## src/rtl/rv32v_mem_lane_sequencer.sv

```systemverilog
// Two-lane vector load/store sequencer: serialises lane 0 then lane 1 onto one data-memory port.
// Optional performance counters are enabled by defining RV32V_MEM_SEQ_PERF_EN.
module rv32v_mem_lane_sequencer #(
  parameter int ADDR_W = 32,
  parameter int DATA_W = 32
) (
  input  logic              CLK,
  input  logic              nRST,
  input  logic              load_ena,
  input  logic              store_ena,
  input  logic [1:0]        wen,
  input  logic [1:0]        eew,
  input  logic [ADDR_W-1:0] aluresult0,
  input  logic [ADDR_W-1:0] aluresult1,
  input  logic [DATA_W-1:0] storedata0,
  input  logic [DATA_W-1:0] storedata1,
  output logic              stall,
  output logic              done,
  output logic [DATA_W-1:0] loaddata0,
  output logic [DATA_W-1:0] loaddata1,
  output logic [1:0]        lane_err,
  output logic              dmem_ren,
  output logic              dmem_wen,
  output logic [ADDR_W-1:0] dmem_addr,
  output logic [DATA_W-1:0] dmem_wdata,
  output logic [3:0]        dmem_byte_en,
  input  logic [DATA_W-1:0] dmem_rdata,
  input  logic              dmem_ack
`ifdef RV32V_MEM_SEQ_PERF_EN
  ,
  output logic [31:0]       perf_access_cnt,
  output logic [31:0]       perf_stall_cnt
`endif
);

  typedef enum logic [1:0] {S_IDLE, S_LANE0, S_LANE1, S_DONE} state_t;

  state_t              r_state, w_next;
  logic                r_store;
  logic [1:0]          r_wen, r_eew;
  logic [ADDR_W-1:0]   r_addr0, r_addr1;
  logic [DATA_W-1:0]   r_sdata0, r_sdata1;

  logic                w_accept, w_lane1, w_in_lane, w_err, w_req, w_adv, w_take;
  logic [ADDR_W-1:0]   w_addr;
  logic [DATA_W-1:0]   w_sdata, w_rshift, w_ldval;
  logic [1:0]          w_off;

  assign w_accept  = (r_state == S_IDLE) && (load_ena || store_ena) && (wen != 2'b00);
  assign w_lane1   = (r_state == S_LANE1);
  assign w_in_lane = (r_state == S_LANE0) || w_lane1;
  assign w_addr    = w_lane1 ? r_addr1 : r_addr0;
  assign w_sdata   = w_lane1 ? r_sdata1 : r_sdata0;
  assign w_off     = w_addr[1:0];

  always_comb begin
    unique case (r_eew)
      2'd0:    w_err = 1'b0;
      2'd1:    w_err = w_off[0];
      2'd2:    w_err = |w_off;
      default: w_err = 1'b1;
    endcase
  end

  // An erroring lane issues no port request and is skipped on the next edge.
  assign w_req  = w_in_lane && !w_err;
  assign w_adv  = w_in_lane && (w_err || dmem_ack);
  assign w_take = w_req && dmem_ack;

  assign w_rshift = dmem_rdata >> {w_off, 3'b000};
  always_comb begin
    unique case (r_eew)
      2'd0:    w_ldval = {{(DATA_W-8){1'b0}}, w_rshift[7:0]};
      2'd1:    w_ldval = {{(DATA_W-16){1'b0}}, w_rshift[15:0]};
      default: w_ldval = dmem_rdata;
    endcase
  end

  always_comb begin
    w_next       = r_state;
    stall        = 1'b0;
    done         = 1'b0;
    dmem_ren     = 1'b0;
    dmem_wen     = 1'b0;
    dmem_addr    = '0;
    dmem_wdata   = '0;
    dmem_byte_en = '0;
    unique case (r_state)
      S_IDLE: begin
        if (w_accept) begin
          stall  = 1'b1;
          w_next = wen[0] ? S_LANE0 : S_LANE1;
        end
      end
      S_LANE0: begin
        stall = 1'b1;
        if (w_adv) w_next = r_wen[1] ? S_LANE1 : S_DONE;
      end
      S_LANE1: begin
        stall = 1'b1;
        if (w_adv) w_next = S_DONE;
      end
      default: begin
        done   = 1'b1;
        w_next = S_IDLE;
      end
    endcase
    if (w_req) begin
      dmem_ren  = !r_store;
      dmem_wen  = r_store;
      dmem_addr = {w_addr[ADDR_W-1:2], 2'b00};
      unique case (r_eew)
        2'd0: begin
          dmem_byte_en = 4'b0001 << w_off;
          dmem_wdata   = {4{w_sdata[7:0]}};
        end
        2'd1: begin
          dmem_byte_en = 4'b0011 << w_off;
          dmem_wdata   = {2{w_sdata[15:0]}};
        end
        default: begin
          dmem_byte_en = 4'b1111;
          dmem_wdata   = w_sdata;
        end
      endcase
    end
  end

  always_ff @(posedge CLK or negedge nRST) begin
    if (!nRST) begin
      r_state   <= S_IDLE;
      r_store   <= 1'b0;
      r_wen     <= '0;
      r_eew     <= '0;
      r_addr0   <= '0;
      r_addr1   <= '0;
      r_sdata0  <= '0;
      r_sdata1  <= '0;
      loaddata0 <= '0;
      loaddata1 <= '0;
      lane_err  <= '0;
    end else begin
      r_state <= w_next;
      if (w_accept) begin
        r_store   <= store_ena;
        r_wen     <= wen;
        r_eew     <= eew;
        r_addr0   <= aluresult0;
        r_addr1   <= aluresult1;
        r_sdata0  <= storedata0;
        r_sdata1  <= storedata1;
        loaddata0 <= '0;
        loaddata1 <= '0;
        lane_err  <= '0;
      end
      if (w_in_lane && w_err) begin
        if (w_lane1) lane_err[1] <= 1'b1;
        else         lane_err[0] <= 1'b1;
      end
      if (w_take && !r_store) begin
        if (w_lane1) loaddata1 <= w_ldval;
        else         loaddata0 <= w_ldval;
      end
    end
  end

`ifdef RV32V_MEM_SEQ_PERF_EN
  always_ff @(posedge CLK or negedge nRST) begin
    if (!nRST) begin
      perf_access_cnt <= '0;
      perf_stall_cnt  <= '0;
    end else begin
      if (w_take) perf_access_cnt <= perf_access_cnt + 32'd1;
      if (stall)  perf_stall_cnt  <= perf_stall_cnt + 32'd1;
    end
  end
`endif

endmodule

```

## config.mk

```make
export PLATFORM = sky130hd
export DESIGN_NAME = rv32v_mem_lane_sequencer
export DESIGN_NICKNAME = d
export VERILOG_FILES = /design/src/rtl/rv32v_mem_lane_sequencer.sv
export SDC_FILE = /design/constraint.sdc
export NUM_CORES = 1
export LEC_CHECK = 0
export CORE_MARGIN = 3
export CORE_UTILIZATION = 40
export CTS_CLUSTER_SIZE = 8
export DETAILED_ROUTE_END_ITERATION = 10
export PLACE_DENSITY = 0.82
export SYNTH_ARGS = -nofsm -noshare
export SYNTH_HDL_FRONTEND = slang
export SYNTH_SLANG_ARGS = --single-unit
```

## constraint.sdc

```tcl
create_clock -name CLK -period 6.2 [get_ports CLK]
set_clock_uncertainty 0.1 [all_clocks]
set_input_delay 1.24 -clock CLK [delete_from_list [all_inputs] [get_ports CLK]]
set_output_delay 1.24 -clock CLK [all_outputs]
set_load 0.005 [all_outputs]
```

# [Yosys cells after proc, flatten, opt, wreduce, memory -nomap -nowiden]
# Cells that the tools add are included.
[classes] n_eq_ne=7 shift=3 n_mux=30 n_reduce_logical=19
[op_table] cell="two-way mux 32 bit" n=10
[op_table] cell="one-hot mux 32 bit (2 select lines)" n=2
[op_table] cell="right shift 32 x 5 -> 16 bit" n=1
[op_table] cell="two-way mux 2 bit" n=6
[op_table] cell="one-hot mux 4 bit (2 select lines)" n=1
[op_table] cell="logical AND 1 bit" n=7
[op_table] cell="two-way mux 1 bit" n=7
[op_table] cell="one-hot mux 2 bit (3 select lines)" n=1
[op_table] cell="equality test 2 x 1 -> 1 bit (second input constant)" n=2
[op_table] cell="equality test 2 bit (second input constant)" n=2
[op_table] cell="logical NOT 2 bit" n=2
[op_table] cell="two-way mux 4 bit" n=1
[op_table] cell="!= test 2 bit (second input constant)" n=2
[op_table] cell="OR reduction 2 bit" n=2
[op_table] cell="<< shifter 1 x 2 -> 4 bit (first input constant)" n=1
[op_table] cell="<< shifter 2 x 2 -> 4 bit (first input constant)" n=1
[op_table] cell="logical OR 1 bit" n=3
[op_table] cell="one-hot mux 1 bit (3 select lines)" n=1
[op_table] cell="AND reduction 3 bit" n=1
[op_table] cell="OR reduction 3 bit" n=1
[op_table] cell="logical NOT 1 bit" n=2
[op_table] cell="!= test 2 x 1 -> 1 bit (second input constant)" n=1
[op_table] cell="one-hot mux 1 bit (2 select lines)" n=1
[op_table] cell="nonzero test 2 bit" n=1
[totals] ff_bits=201

# [Logic depth before layout (Yosys ltp)]
# Gate-level depths: netlist of run 1.
[logic_depth] word_depth=9 ltp_mapped=9

# [Worst setup path before layout of run 1]
# No wires, ideal clock.
[synth_timing] path_type="input-to-output" startpoint="input port store_ena" endpoint="output port stall" arrival_time_ns=2.219 required_time_ns=4.860 slack_ns=2.641 path_stages=4 n_path_buf=2 path_cell_list="o221ai_2 clkbuf_1 clkbuf_1 a21oi_1"
[synth_via] elab_chain_len=5
[synth_rtl] item="from (decl)" line_no="10" rtl="input logic store_ena,"
[synth_rtl] item="logical OR 1 bit" line_no="49" rtl="assign w_accept = (r_state == S_IDLE) && (load_ena || store_ena) && (wen != 2'b00);"
[synth_rtl] item="logical AND 1 bit (2 in a row)" line_no="49"
[synth_rtl] item="two-way mux 1 bit" line_no="90" rtl="if (w_accept) begin"
[synth_rtl] item="one-hot mux 1 bit (2 select lines)" line_no="88" rtl="unique case (r_state)"
[synth_rtl] item="to (decl)" line_no="17" rtl="output logic stall,"
# No other way between the ends.

# [Final worst setup path of run 1]
[layout_timing] startpoint="register r_state[0]" endpoint="output port dmem_wdata[8]"
[layout_via] elab_chain_len=7 word_cells_on_any_way=11 classes_between="eq/ne: 2; mux: 5; reduce/logical: 4"
[layout_rtl] item="from (decl)" line_no="38" rtl="state_t r_state, w_next;"
[layout_rtl] item="from (signal assigned)" line_no="143" rtl="r_state <= w_next;"
[layout_rtl] item="equality test 2 bit" line_no="50" rtl="assign w_lane1 = (r_state == S_LANE1);"
[layout_rtl] item="two-way mux 32 bit" line_no="52" rtl="assign w_addr = w_lane1 ? r_addr1 : r_addr0;"
[layout_rtl] item="OR reduction 2 bit" line_no="60" rtl="2'd2: w_err = |w_off;"
[layout_rtl] item="one-hot mux 1 bit (3 select lines)" line_no="57" rtl="unique case (r_eew)"
[layout_rtl] item="logical NOT 1 bit" line_no="66" rtl="assign w_req = w_in_lane && !w_err;"
[layout_rtl] item="logical AND 1 bit" line_no="66"
[layout_rtl] item="two-way mux 32 bit (*)" line_no="108" rtl="if (w_req) begin"
[layout_rtl] item="to (decl)" line_no="25" rtl="output logic [DATA_W-1:0] dmem_wdata,"
# Every way passes the cells marked *; elsewhere a longest branch is shown, timed or not.

==> impl_summary.txt, run 1 <==
----------------------------------------------------
[Status]
  Result of the run ... complete, no violations

[Cells and area]
  Area occupied by multi-input gates ... ~4400 sq um
  Seq. cell area ... around 5000 sq um
  Layout overhead on the synthesized area ... 38.9%
  Filler cell count in the final layout ... 2020
  Proportion of layout cells with a drive suffix above 1 ... between 10% and 20%
  Final cell utilization of the core ... 57.2%
  # nets final ... between 1k and 1.5k

[Critical path]
  Source of the worst register-to-register timing path ... r_state[0]
  R2R setup slack ... around 3000 ps
  Data arrival, critical path ... about 3600 ps
  Type of origin of the critical path ... flip-flop
  Reg2reg path depth ... 8
  Maximum net fanout on the critical path ... 42
  RR Endpoint ... loaddata0[23]
  Nature of the critical path endpoint ... output port
  Critical path required time ... slightly below 5000 ps
  Start-to-end type of the worst setup path ... flip-flop to output port

[STA]
  Hold Vio Cnt, Final ... 0
  Maximum clock rate ... approximately 200 MHz
  Count of endpoints failing setup in the final report ... 0
  RSZ-0062 raised after global routing ... false
  Worst hold slack across all endpoints ... around 400 ps
  Period utilisation layout ... 79.3%
  Final WS setup ... between 1000 and 1500 ps
  Count of pins over their slew limit ... 0
  Transition time at the pin with the least slew margin ... roughly 1100 ps
  Setup tns final ... 0 ps
  Min cycle time layout ... roughly 4900 ps
  Headroom to the max-slew limit ... 23.7%

[Route]
  Pre-antenna DRT Iters ... 6
  Routed via count divided by cell count ... between 5 and 6
  ANT nets after route ... 0
  Total vias in the final route ... 7353
  Drt total wl ... ~28000 microns
  Per-cell routed wire length ... just under 20 microns
  Drt drc ... 0
  Initial DRC count ... roughly 470

[Clock tree]
  TritonCTS Sinks ... 200
  Hold buffer count at CTS ... 0
  Buffers inserted during post-CTS setup optimization ... 0
  Root cell of the clock tree ... sky130_fd_sc_hd__clkbuf_16
  Clock transition at the register clock pins on the worst setup and hold paths after CTS ... around 70 ps
  Post-cts sizing count ... 0
  Clock tree from TritonCTS ... yes
  Clock Latency Late Sink ... around 420 ps
  Maximum buffer depth of the clock tree ... 2
  Htree depth ... 4
  Num CTS Buffers ... 17

[Synthesis]
  Register area share after synthesis ... between 50% and 60%
  Mean post-synth cell area ... 12.2 sq um
  Post-synth cell types ... 46
  Synthesis Warnings ... 0
  Commonest cells in the netlist ... 200 x sky130_fd_sc_hd__dfrtp_1, 153 x sky130_fd_sc_hd__mux2_2, 112 x sky130_fd_sc_hd__mux2i_1
  Post-synthesis async set-or-reset flop share ... 100%
  Commonest register cell after synthesis ... sky130_fd_sc_hd__dfrtp_1
  Syn Inst Count ... between 700 and 800
  Seq cells post-synth ... 200
  Most common cell in the synthesized netlist ... sky130_fd_sc_hd__dfrtp_1
  Post-synth design cell area ... slightly below 10000 sq um
  Post-synth top area share ... 51.3%
  Post-synth EDFFs ... 0
  Library cell with the largest summed area after synthesis ... sky130_fd_sc_hd__dfrtp_1
  Top cells by area, synth ... sky130_fd_sc_hd__dfrtp_1 51%, sky130_fd_sc_hd__mux2_2 18%, sky130_fd_sc_hd__mux2i_1 11%

[Min path]
  Worst Hold Path Cells ... 1
  Hold Crit Start ... lane_err[1]
  Class of the most critical hold timing path ... flip-flop to flip-flop
  Capture endpoint of the worst hold path ... lane_err[1]

[Placement]
  Final GP Congestion ... 0.809
  HPWL after detailed placement ... between 15000 and 20000 microns
  DP Worst Slack ... roughly 1700 ps
  Number of buffers added on ports ... around 300

[Power and ir drop]
  Maximum VDD drop ... 0.272 mV
  Static leakage power ... roughly 6 nW
  Power per cell area ... 523 nW/um^2

[Die]
  Horiz. Die Dim ... approximately 160 microns
  Die area ... 26300 sq um
  Area of the core region ... approximately 24000 sq um
  Die boundary height ... 162 microns
  Number of core rows ... 56
  Starting density of the core ... between 40% and 50%
  I/O Pins ... ~300

[GRT]
  First-pass GRT wire length ... about 43000 microns
  Antenna violations before repair ... 0
  Total global routing overflow ... 0
  Number of global-route vias before repair ... 7738
  Pin count of the biggest net entering global routing ... between 150 and 200
  Total track usage ... approximately a fifth

[Job]
  Number of maximum-capacitance constraint violations ... 0

----------------------------------------------------
[metrics by stage]
| step | area (sq um) | total power [mW] | instances |
|---|---|---|---|
| finish | 13500 | 7.08 | 1407 |
| global route | 13500 | 7.57 | 1406 |
| CTS | 13500 | 7.17 | 1406 |
| detailed placement | 13000 | 6.06 | 1374 |
| global placement | 13000 | 5.94 | 1374 |
| floorplan | 9750 | 4.43 | 798 |
[registers in the layout, summed over array words and instances (netlist names)]
name       flops
r_addr0       32
r_wen          1
r_sdata1      32
r_addr1       32
r_store        1
loaddata0     32
lane_err       2
loaddata1     32
r_state        2
r_sdata0      32
r_eew          2
[layer usage]
layer | track usage, % | wire length [microns] | vias up
li1 | - | - | 3380
met1 | 26.4 | 11500 | 3658
met2 | 35.7 | 13700 | 280
met3 | 4.90 | 1690 | 35
met4 | 5.93 | 601 | 0
met5 | 0 | 0 | -
[layout make-up]
| cell class | instances | area share, % |
|---|---|---|
| clock inverter | 14 | 1.03 |
| multi-input combinational | 534 | 32.5 |
| sequential | 200 | 37.0 |
| antenna | 1 | 0.0185 |
| timing repair buffer | 315 | 23.2 |
| tap | 319 | 2.95 |
| clock buffer | 18 | 3.17 |
| inverter | 6 | 0.166 |
[cells by family (layout without fill, tap and decap cells)]
kind of cell / after synthesis / after routing / share of synthesized area, %
mux: 270 / 270 / 29.9
flops: 200 / 200 / 51.3
simple gates: 180 / 180 / 7.58
compound gates: 77 / 77 / 6.46
buf+inv: 64 / 353 / 4.04
fa+ha+maj: 4 / 4 / 0.513
other cells: 1 / 3 / 0.0385
xor+xnor: 1 / 1 / 0.0899
[placed cells by master (no fill, tap or decap), types with 3 or more instances in the layout]
master	n
sky130_fd_sc_hd__o21ai_4	3
sky130_fd_sc_hd__a211oi_1	22
sky130_fd_sc_hd__buf_4	10
sky130_fd_sc_hd__clkbuf_16	17
sky130_fd_sc_hd__o21bai_1	8
sky130_fd_sc_hd__nand2_1	83
sky130_fd_sc_hd__inv_6	5
sky130_fd_sc_hd__ha_1	3
sky130_fd_sc_hd__dfrtp_1	199
sky130_fd_sc_hd__clkdlybuf4s50_1	303
sky130_fd_sc_hd__o221ai_1	8
sky130_fd_sc_hd__mux2i_1	112
sky130_fd_sc_hd__mux2_4	5
sky130_fd_sc_hd__a21oi_1	11
sky130_fd_sc_hd__mux2_2	153
sky130_fd_sc_hd__a222oi_1	8
sky130_fd_sc_hd__nor2_1	83
sky130_fd_sc_hd__inv_1	6
sky130_fd_sc_hd__clkinv_4	3
sky130_fd_sc_hd__clkinv_8	3
[critical path: stages (launching register included)]
cell and delay, ps:
sky130_fd_sc_hd__dfrtp_1 420, sky130_fd_sc_hd__inv_1 130, sky130_fd_sc_hd__ha_4 590, sky130_fd_sc_hd__mux2_2 490, sky130_fd_sc_hd__a21oi_4 300, sky130_fd_sc_hd__o21ai_4 100, sky130_fd_sc_hd__buf_4 260, sky130_fd_sc_hd__a211oi_1 280
sky130_fd_sc_hd__clkdlybuf4s50_1 560
[how the worst max path moves through the flow]
stage                    start            end  depth (start not counted)
floorplan            store_ena          stall                          4
global placement    r_state[0]  dmem_wdata[9]                          8
finish              r_state[0]  dmem_wdata[8]                          8
CTS                 r_state[0]  dmem_wdata[8]                          8
detailed placement  r_state[0]  dmem_wdata[8]                          8
global route        r_state[0]  dmem_wdata[8]                          8
[report_power, final]
group          switching, mW  total, mW  internal [mW]  leakage [nW]
clock                  0.548       1.08          0.535         0.280
sequential             0.352       2.26           1.91          2.48
combinational           1.72       3.74           2.02          3.21
total                   2.62       7.08           4.46          5.97
Power figures use the tool's default switching activity.
==> run 2: changes to the inputs <==
--- a/config.mk
+++ b/config.mk
@@ -9,7 +9,7 @@
 export CORE_UTILIZATION = 40
 export CTS_CLUSTER_SIZE = 8
 export DETAILED_ROUTE_END_ITERATION = 10
-export PLACE_DENSITY = 0.82
+export PLACE_DENSITY = 0.85
 export SYNTH_ARGS = -nofsm -noshare
 export SYNTH_HDL_FRONTEND = slang
 export SYNTH_SLANG_ARGS = --single-unit
==> constraint.sdc (replaced) <==
create_clock -name CLK -period 4.5 [get_ports CLK]
set_clock_uncertainty 0.1 [all_clocks]
set_input_delay 0.9 -clock CLK [delete_from_list [all_inputs] [get_ports CLK]]
set_output_delay 0.9 -clock CLK [all_outputs]
set_load 0.005 [all_outputs]
==> impl_summary.txt, run 2 (synthesized netlist as in run 1, its figures left out) <==
----------------------------------------------------
[Status]
  Result of the run ... complete, no violations (unchanged)

[STA]
  Maximum clock rate ... 232 MHz
  Count of endpoints failing setup in the final report ... 0 (unchanged)
  Count of pins over their slew limit ... 0 (unchanged)
  Transition time at the pin with the least slew margin ... 1110 ps (was 1140 ps)
  Hold Vio Cnt, Final ... 0 (unchanged)
  Worst hold slack across all endpoints ... 405 ps (was 401 ps)
  Min cycle time layout ... 4300 ps
  Setup tns final ... 0 ps (unchanged)
  Headroom to the max-slew limit ... 26.2% (was 23.7%)
  RSZ-0062 raised after global routing ... false (unchanged)
  Period utilisation layout ... 95.6%

[Power and ir drop]
  Gate power share ... 53.4% (was 52.8%)
  Power per cell area ... 724 nW/um^2 (was 523 nW/um^2)
  Cell internal pwr ... 6.17 mW (was 4.46 mW)
  Switching power ... 3.66 mW (was 2.62 mW)
  Sequential share of power ... 31.3% (was 31.9%)
  Fraction of power spent switching nets ... 37.2% (was 37.0%)
  Clk network pwr share ... 15.2% (was 15.3%)
  Maximum VDD drop ... 0.391 mV (was 0.272 mV)
  Static leakage power ... 6.00 nW (was 5.97 nW)

[Critical path]
  Start-to-end type of the worst setup path ... flip-flop to output port (unchanged)
  R2R setup slack ... 1720 ps (was 3030 ps)
  Reg2reg path depth ... 7 (was 8)
  Termination of the worst setup path ... dmem_wdata[11] (was dmem_wdata[8])
  Nature of the critical path endpoint ... output port (unchanged)
  Critical path depth in cells ... 8 (unchanged)
  Crit path largest cell delay ... 560 ps (was 590 ps)
  Type of origin of the critical path ... flip-flop (unchanged)
  Slowest cell on the critical path ... sky130_fd_sc_hd__clkdlybuf4s50_1 (was sky130_fd_sc_hd__ha_4)
  RR Endpoint ... loaddata0[8] (was loaddata0[23])
  Data arrival, critical path ... 3300 ps (was 3580 ps)
  Kind of cell adding the most delay to the critical path ... buffers and inverters (unchanged)
  Crit. Startpoint ... r_state[0] (unchanged)
  CP cell instances ... inv_1 -> ha_4 -> mux2_2 -> a21oi_4 -> o21ai_4 -> buf_4 -> a211oi_1 -> clkdlybuf4s50_1 (unchanged)
  Source of the worst register-to-register timing path ... r_state[0] (unchanged)
  Worst path buffer plus inverter count ... 3 (unchanged)
  Critical path required time ... 3500 ps (was 4860 ps)
  Maximum net fanout on the critical path ... 24 (was 42)

[GRT]
  Number of global-route vias before repair ... 7861 (was 7738)
  Antenna violations before repair ... 3 (was 0)
  Total track usage ... 21.1% (was 20.8%)
  Total global routing overflow ... 0 (unchanged)
  First-pass GRT wire length ... 43600 microns (was 42900 microns)
  Pin count of the biggest net entering global routing ... 199 (unchanged)

[Route]
  Drt total wl ... 28000 microns (was 27500 microns)
  Initial DRC count ... 575 (was 474)
  Total vias in the final route ... 7463 (was 7353)
  Pre-antenna DRT Iters ... 6 (unchanged)
  ANT nets after route ... 0 (unchanged)
  Per-cell routed wire length ... 19.9 microns (was 19.6 microns)
  Drt drc ... 0 (unchanged)
  Routed via count divided by cell count ... 5.29 (was 5.23)

[Cells and area]
  Most common library cell in the layout ignoring fill and taps ... sky130_fd_sc_hd__clkdlybuf4s50_1 (unchanged)
  Final std cells w/o fill ... 1411 (was 1407)
  Proportion of layout cells with a drive suffix above 1 ... 20.3% (was 19.9%)
  Post-route design area ... 13600 sq um (was 13500 sq um)
  Layout overhead on the synthesized area ... 39.3% (was 38.9%)
  Final cell utilization of the core ... 57.3% (was 57.2%)
  Commonest non-fill, non-tap cells in the layout ... 303 x sky130_fd_sc_hd__clkdlybuf4s50_1, 199 x sky130_fd_sc_hd__dfrtp_1, 153 x sky130_fd_sc_hd__mux2_2 (unchanged)
  Filler cell count in the final layout ... 2002 (was 2020)
  # nets final ... 1251 (was 1247)

[Clock tree]
  TritonCTS Sinks ... 200 (unchanged)
  Post-cts sizing count ... 0 (unchanged)
  Maximum buffer depth of the clock tree ... 2 (unchanged)
  Htree depth ... 4 (unchanged)
  Hold buffer count at CTS ... 0 (unchanged)
  Buffers inserted during post-CTS setup optimization ... 0 (unchanged)
  Clock Latency Late Sink ... 420 ps (about the same)
  Num CTS Buffers ... 17 (unchanged)
  Clock transition at the register clock pins on the worst setup and hold paths after CTS ... 80 ps (was 70 ps)
  Clock tree from TritonCTS ... yes (unchanged)
  Root cell of the clock tree ... sky130_fd_sc_hd__clkbuf_16 (unchanged)

[Die]
  Horiz. Die Dim ... 162 microns (unchanged)
  Die boundary height ... 162 microns (unchanged)
  Die area ... 26300 sq um (unchanged)
  Area of the core region ... 23700 sq um (unchanged)
  Number of core rows ... 56 (unchanged)
  Starting density of the core ... 41.2% (unchanged)
  I/O Pins ... 307 (unchanged)

[Placement]
  HPWL after detailed placement ... 19900 microns (was 19800 microns)
  Placement-stage cell area ... 13000 sq um (about the same)
  # placed instances ... 1377 (was 1374)
  Number of buffers added on ports ... 304 (unchanged)
  Final GP Congestion ... 0.839 (was 0.809)

[Min path]
  Class of the most critical hold timing path ... flip-flop to flip-flop (unchanged)

[Job]
  Number of maximum-capacitance constraint violations ... 0 (unchanged)

----------------------------------------------------
## run 2: cell types whose count changed in the layout (fill, tap and decap cells not counted)
cell and change:
sky130_fd_sc_hd__o21ai_2 +1, sky130_fd_sc_hd__clkinv_8 -2, sky130_fd_sc_hd__buf_4 +2, sky130_fd_sc_hd__buf_12 +1, sky130_fd_sc_hd__clkinv_2 +1, sky130_fd_sc_hd__inv_8 +2, sky130_fd_sc_hd__clkbuf_1 -1
## run 2: final cells by class
class	count	area, sq um	share of cell area (%)
repair buffers	318	3180	23.4
multi-input cells	535	4410	32.5
well taps	319	399	2.94
flip-flops and latches	200	5010	36.9
diodes	1	2.50	0.0184
clock inverters	15	135	0.995
clock buffers	17	425	3.13
inverters	6	22.5	0.166
## run 2: worst min-delay path by stage
| stage | slack (ps) | endpoint | start | depth (start not counted) |
|---|---|---|---|---|
| floorplan | 370 | r_sdata1[10] | r_sdata1[10] | 1 |
| global placement | 380 | lane_err[0] | lane_err[0] | 1 |
| detailed placement | 380 | lane_err[1] | lane_err[1] | 1 |
| CTS | 400 | lane_err[1] | lane_err[1] | 1 |
| global route | 420 | r_sdata1[28] | r_sdata1[28] | 1 |
| finish | 410 | r_sdata1[12] | r_sdata1[12] | 1 |
## run 2: power groups by stage
stage	Combinational [mW]	Sequential (mW)	Clock [mW]
6_report	5.25	3.08	1.50
5_1_grt	5.68	3.18	1.63
4_1_cts	5.29	3.08	1.55
3_5_place_dp	5.24	3.11	0
3_3_place_gp	5.13	3.07	0
2_1_floorplan	3.10	3.00	0
## run 2: per-layer routing
metal	part of all wire [%]	track usage, %	vias up	routed length, microns
li1	-	-	3387	-
met1	41	26.4	3723	11500
met2	49	35.9	310	13900
met3	7.0	5.92	39	1950
met4	2.4	6.20	4	671
met5	0.096	0	-	27
## run 2: stage by stage
step                total power [mW]  setup slack [ps]
finish                          9.82               197
global route                    10.5              1.25
CTS                             9.91               167
detailed placement              8.35               407
global placement                8.20               457
floorplan                       6.10              1620
